===== config.mk =====
export PLATFORM = sky130hd
export DESIGN_NAME = req_apb_arb
export DESIGN_NICKNAME = d
export VERILOG_FILES = /design/src/rtl/req_apb_arb.sv
export SDC_FILE = /design/constraint.sdc
export NUM_CORES = 1
export LEC_CHECK = 0
export CAP_MARGIN = 20
export CORE_ASPECT_RATIO = 1.2
export CORE_MARGIN = 1.5
export CORE_UTILIZATION = 39
export CTS_CLUSTER_SIZE = 16
export DETAILED_ROUTE_END_ITERATION = 8
export HOLD_SLACK_MARGIN = 0.12
export PLACE_DENSITY = 0.88
export SYNTH_ARGS = -nofsm -noshare
export SYNTH_HDL_FRONTEND = slang
export SYNTH_SLANG_ARGS = --single-unit

===== constraint.sdc =====
create_clock -name clk_200m -period 2.1 [get_ports clk_200m]
set_clock_uncertainty 0.2 [all_clocks]
set_input_delay 0.42 -clock clk_200m [delete_from_list [all_inputs] [get_ports clk_200m]]
set_output_delay 0.42 -clock clk_200m [all_outputs]
set_load 0.05 [all_outputs]

===== src/rtl/req_apb_arb.sv =====
// Two-master round-robin arbiter in front of the single APB-style register request port.
// Every transfer is fully registered. A slave that never answers is cut off by a timeout.
module req_apb_arb #(
  parameter int TIMEOUT_CYC = 255,
  parameter int CNT_W       = 8
) (
  input  logic        clk_200m,
  input  logic        rstn_200m,
  input  logic [20:0] m0_paddr,
  input  logic [20:0] m1_paddr,
  input  logic        m0_pwrite,
  input  logic        m1_pwrite,
  input  logic        m0_psel,
  input  logic        m1_psel,
  input  logic        m0_penable,
  input  logic        m1_penable,
  input  logic [15:0] m0_pwdata,
  input  logic [15:0] m1_pwdata,
  output logic        m0_pready,
  output logic        m1_pready,
  output logic [15:0] m0_prdata,
  output logic [15:0] m1_prdata,
  output logic        m0_pslverr,
  output logic        m1_pslverr,
  output logic [20:0] s_paddr,
  output logic        s_pwrite,
  output logic        s_psel,
  output logic        s_penable,
  output logic [15:0] s_pwdata,
  input  logic        s_pready,
  input  logic [15:0] s_prdata,
  output logic        timeout_pulse,
  output logic [7:0]  timeout_cnt
);

  localparam int DATA_W = 16;
  localparam logic [CNT_W-1:0] CNT_LAST = CNT_W'(TIMEOUT_CYC - 1);
  localparam logic [DATA_W-1:0] TIMEOUT_DATA = 16'hDEAD;

  typedef enum logic [1:0] {IDLE, SETUP, ACCESS, RESP} state_t;

  state_t            state;
  logic              last_grant;
  logic              grant;
  logic              gnt_nxt;
  logic [CNT_W-1:0]  wait_cnt;
  logic              gnt_psel;
  logic              gnt_pen;
  logic              resp_done;
  logic [DATA_W-1:0] resp_data;

  function automatic logic [7:0] sat_inc(input logic [7:0] c);
    return (c == 8'hFF) ? c : c + 8'd1;
  endfunction

  always_comb begin
    gnt_nxt = 1'b0;
    if (m0_psel && m1_psel)
      gnt_nxt = ~last_grant;
    else if (m1_psel)
      gnt_nxt = 1'b1;
  end

  always_comb begin
    gnt_psel  = grant ? m1_psel    : m0_psel;
    gnt_pen   = grant ? m1_penable : m0_penable;
    resp_done = s_pready || (wait_cnt == CNT_LAST);
    resp_data = TIMEOUT_DATA;
    if (s_pready)
      resp_data = s_pwrite ? '0 : s_prdata;
  end

  always_ff @(posedge clk_200m) begin
    if (!rstn_200m) begin
      state         <= IDLE;
      last_grant    <= 1'b1;
      grant         <= 1'b0;
      wait_cnt      <= '0;
      s_paddr       <= '0;
      s_pwrite      <= 1'b0;
      s_psel        <= 1'b0;
      s_penable     <= 1'b0;
      s_pwdata      <= '0;
      m0_pready     <= 1'b0;
      m1_pready     <= 1'b0;
      m0_prdata     <= '0;
      m1_prdata     <= '0;
      m0_pslverr    <= 1'b0;
      m1_pslverr    <= 1'b0;
      timeout_pulse <= 1'b0;
      timeout_cnt   <= '0;
    end else begin
      m0_pready     <= 1'b0;
      m1_pready     <= 1'b0;
      timeout_pulse <= 1'b0;
      case (state)
        // Grant and latch the winning master's request
        IDLE: begin
          if (m0_psel || m1_psel) begin
            grant      <= gnt_nxt;
            last_grant <= gnt_nxt;
            s_paddr    <= gnt_nxt ? m1_paddr  : m0_paddr;
            s_pwrite   <= gnt_nxt ? m1_pwrite : m0_pwrite;
            s_pwdata   <= gnt_nxt ? m1_pwdata : m0_pwdata;
            s_psel     <= 1'b1;
            s_penable  <= 1'b0;
            wait_cnt   <= '0;
            state      <= SETUP;
          end
        end
        SETUP: begin
          s_penable <= 1'b1;
          state     <= ACCESS;
        end
        // Wait for the slave; a ready on the last allowed cycle beats the timeout
        ACCESS: begin
          if (resp_done) begin
            s_psel    <= 1'b0;
            s_penable <= 1'b0;
            state     <= RESP;
            if (!s_pready) begin
              timeout_pulse <= 1'b1;
              timeout_cnt   <= sat_inc(timeout_cnt);
            end
            // A master that walked away loses its response
            if (gnt_psel && gnt_pen) begin
              if (grant) begin
                m1_pready  <= 1'b1;
                m1_prdata  <= resp_data;
                m1_pslverr <= ~s_pready;
              end else begin
                m0_pready  <= 1'b1;
                m0_prdata  <= resp_data;
                m0_pslverr <= ~s_pready;
              end
            end
          end else begin
            wait_cnt <= wait_cnt + CNT_W'(1);
          end
        end
        RESP: begin
          state <= IDLE;
        end
        default: begin
          state <= IDLE;
        end
      endcase
    end
  end

endmodule


After elaboration in Yosys (flattened, before gate mapping)
Index checks and enable logic that the tools add are counted.
W data, S select, Z words.
- add/subtract/negate cells: 2
- multipliers: 0
- div/mod/pow operators: 0
- $lt $le $gt $ge: 0
- eq/ne operators: 8
- shift operators: 0
- muxes and demuxes: 23
- bitwise gates (word level): 4
- reductions and logical operators: 17
- operator list (kind ; number):
    $mux W16 ; 3
    $mux W21 ; 1
    $add A8 B1 Y8 const B ; 2
    $eq A8 B8 Y1 const B ; 2
    $mux W8 ; 2
    $pmux W8 S2 ; 1
    $reduce_and A4 Y1 ; 4
    $reduce_and A3 Y1 ; 4
    $mux W1 ; 11
    $pmux W2 S4 ; 1
    $ne A2 B2 Y1 const B ; 3
    $eq A2 B2 Y1 const B ; 2
    $mux W2 ; 2
    $not A1 Y1 ; 4
    $reduce_and A2 Y1 ; 2
    $pmux W1 S3 ; 1
    $reduce_bool A3 Y1 ; 1
    $eq A2 B1 Y1 const B ; 1
    $logic_and A1 B1 Y1 ; 2
    $logic_not A2 Y1 ; 1
    $logic_or A1 B1 Y1 ; 2
    $pmux W1 S2 ; 1
    $reduce_bool A2 Y1 ; 1
- register bits: 97
- bits in latches: 0
- RAM bits: 0
- memory bits (read-only): 0
- input bits: 99
- output and inout bits: 85
- memories kept: 0

Logic depth before layout (Yosys ltp)
- word-level depth: 4
- gate-level depth with buffers: 8
- mapped depth without buffers: 6

Worst setup path before layout
OpenSTA, ideal clock, no wires.
- path kind: input-to-reg
- start: input s_pready
- end: register timeout_cnt[7]
- setup time: 0.116 ns
- data arrival time: 1.779 ns
- path slack: 0.004 ns
- cell stages on the path: 6
- path buffers: 2
- cell sequence: clkbuf_1 -> nand2b_1 -> or3_1 -> buf_2 -> or4b_1 -> o211a_1
- cells in the longest elaborated chain, start to end: 2
- elaborated cells between the ends (all ways): 3
- classes of those cells: bitwise (1); reduce/logical (2)
- ends and longest elaborated chain (what ; line ; RTL):
    from (decl) ; 30 ; input logic s_pready,
    $logic_or A1 B1 Y1 / $not A1 Y1 (equally long branches) ; n/a ;
    $reduce_and A4 Y1 (no source line) * ; n/a ;
    to (signal assigned) ; 123 ; timeout_cnt <= sat_inc(timeout_cnt);
    to (decl) ; 33 ; output logic [7:0] timeout_cnt
Every way passes the cells marked *; elsewhere a longest branch is shown, timed or not.
A chain may end at the register's enable or synchronous reset.

Worst setup path after layout
Same ends and word-level chain as after synthesis.

==> impl_metrics.yaml <==
drt:
  routed_wl_microns: 13300
  first_iter_violations: 197
  drc: 0
  dr_total_vias: 4490
  drt.antenna.violating_nets: 0
  wire_per_inst_microns: 16.7
  vias_per_cell: 5.65
  firstDrtPassIters: 5
placed_design:
  dp_slack_ns: -0.369
  gp_congestion: 0.834
  place_hpwl_microns: 9800
  place_area_sq_um: 6390
  io_buffers: 183
sta:
  fin_setup_tns_ns: 0
  hold_viol: 0
  worst_pin_slew_ns: 0.624
  slew_viol_final: 0
  fin_crit_sh_pct: 99.4
  setup_ws_ns: 0.0128
  rsz0062_at_grt: "yes"
  period_minus_slack_ns: 2.09
  fmax_mhz: 479
  slew_headroom_pct: 58.4
  setup_viol: 0
global_routing:
  grt_pass1_vias: 4364
  grt-ovfl-total: 0
  track_usage_pct: 21.8
  grt_pass1_wl_microns: 20700
  grt_max_degree: 52
  antenna_found_initial: 0
power:
  powerDensity_nw_per_um2: 1090
  vdd_drop_max_uv: 698
  leakage_nw: 2.97
critical_path:
  required_ns: 2.13
  startpoint: "s_pready"
  worst_setup_path_end_kind: "register"
  path_cells: "clkdlybuf4s50_1, nand2b_1, or3_4, or4b_1, o211a_1"
  worstPathArrival_ns: 2.12
  critical_path_buf_inv_count: 1
  cpPeakStageDelay_ns: 0.51
  slowest_stage: "or4b_1"
  reg2reg_from: "state[0]$_SDFFE_PN0P_"
  crit_type: "in2reg"
  critPathMaxFanout: 5
  start_kind: "input pin"
  cp_top_family: "simple AND/OR/NAND/NOR gates"
cts:
  ctsHoldBuffers: 0
  cts_setup_buffers: 0
  cts_max_level: 3
  ctsRootBufferMaster: "clkbuf_16"
  cts_tree: "yes"
  cts_max_path_buffers: 2
  cts_sinks: 97
  clk-insertion-delay-late_ns: 0.34
  clk_transition_reported_paths_ns: 0.07
  numCtsBuffers: 9
yosys:
  synthesis.area_sq_um: 4330
  synth_edf_count: 0
  yosysUniqueCellTypes: 44
  synth_seq_area_share_pct: 44.8
  syn_inst: 464
  syn_nets: 570
  ys.warnings.count: 0
  ys_ff_latch: 97
  syn_avg_cell_area_sq_um: 9.34
  synth_ff_type: "dfxtp_1"
  synth-async-reset-ratio_pct: 0
min_path:
  min_from: "s_psel$_SDFFE_PN0P_"
  hp-class: "reg2reg"
floorplan:
  row_count: 42
  die_w_microns: 99.2
  dieArea_sq_um: 11800
  fp.dieH_microns: 118
  core_sq_um: 10900
  io_pins: 184
  start_util_pct: 39.6
layout:
  final_common_cell: "buf_4"
  area_growth_pct: 55.3
  post-route-util_pct: 61.5
  drive_above_1_share_pct: 22.9
  fin_area_sq_um: 6730
  final_cell_mix: "buf_4 (105), clkdlybuf4s50_1 (99), dfxtp_1 (95)"
  nNetsFinal: 764
  antenna_cells: 0
run:
  drv_cap: 0
outcome:
  status: "finished clean"
metal layers:
layer | track usage, % | routed length [microns]
met2 | 37.5 | 6730
met4 | 13.6 | 679
met5 | 0 | 0
met3 | 4.20 | 843
met1 | 24.6 | 5070
what timing repair did:
action,in CTS,in global routing
resized for setup,15,21
endpoints found under the setup margin,26,24
gates cloned,0,1
pin swaps,0,4
synth_stat cells, types with 2 or more instances:
master     instances  area (sq um)
dfxtp_1           97          1940
nor2_1            46           173
a211oi_1          40           300
mux2i_1           38           380
clkbuf_1          34           128
a21oi_1           28           140
o211a_1           23           230
o21ai_0           23           115
o2111ai_1         22           193
inv_1             18          67.6
nand4_1           14          87.6
ha_1               7          87.6
nand2_1            7          26.3
nand3_1            7          35.0
or3_1              7          43.8
buf_2              6          30.0
or4_1              6          45.0
o31ai_1            4          30.0
buf_1              3          11.3
nor3_1             3          15.0
o41ai_1            3          26.3
and3_1             2          12.5
and4_1             2          17.5
nor2b_1            2          12.5
o21a_1             2          15.0
o311ai_0           2          17.5
cell families after synthesis:
logic type	Yosys count	share of synthesized area [%]
AOI/OAI and AO/OA	154	26.0
and+or+nand+nor	104	12.5
DFF	97	44.8
buffers and inverters	63	5.72
muxes	38	8.78
adders and majority gates	7	2.02
xor gates and xnor gates	1	0.202
worst paths after layout:
kind                                  to  depth (start not counted)  slack [ns]
max          timeout_cnt[7]$_SDFFE_PN0P_                          5        0.01
min                  s_psel$_SDFFE_PN0P_                          2        0.25
max reg2reg  timeout_cnt[7]$_SDFFE_PN0P_                          6        0.06
min reg2reg          s_psel$_SDFFE_PN0P_                          2        0.25
registers in the layout, summed over array words and instances (netlist names), 2 cells and up:
| name | cells |
|---|---|
| m0_prdata | 16 |
| m1_prdata | 16 |
| s_pwdata | 16 |
| s_paddr | 21 |
| state | 2 |
| wait_cnt | 8 |
| timeout_cnt | 8 |
metrics by stage:
step | instances | power [mW] | hold slack [ns]
final | 795 | 7.35 | 0.253
after global routing | 795 | 7.70 | 0.300
after CTS | 794 | 7.32 | 0.258
after detailed placement | 778 | 5.83 | 0.249
after global placement | 778 | 5.74 | 0.242
after floorplan | 464 | 4.62 | 0.265
power breakdown:
group | switching (mW) | internal, mW
clock network | 0.716 | 0.808
registers | 0.244 | 2.21
logic | 2.20 | 1.17
total | 3.16 | 4.19
area by class of cell:
cell class	count	area, sq um
timing repair buffer	226	2050
clock buffer	10	229
sequential	97	1940
tap	132	165
inverter	19	71.3
multi-input combinational	305	2220
fill	874	4200
clock inverter	6	43.8
worst reg2reg max path: cells and delay by family, from the launching register on:
family | cells | cell delay [ns]
AND/OR/NAND/NOR | 3 | 1.01
flip-flops | 1 | 0.33
adder cells (fa/ha/maj) | 1 | 0.18
AO/OA/AOI/OAI | 1 | 0.14
buffers and inverters | 1 | 0.08
Power figures use the tool's default switching activity.
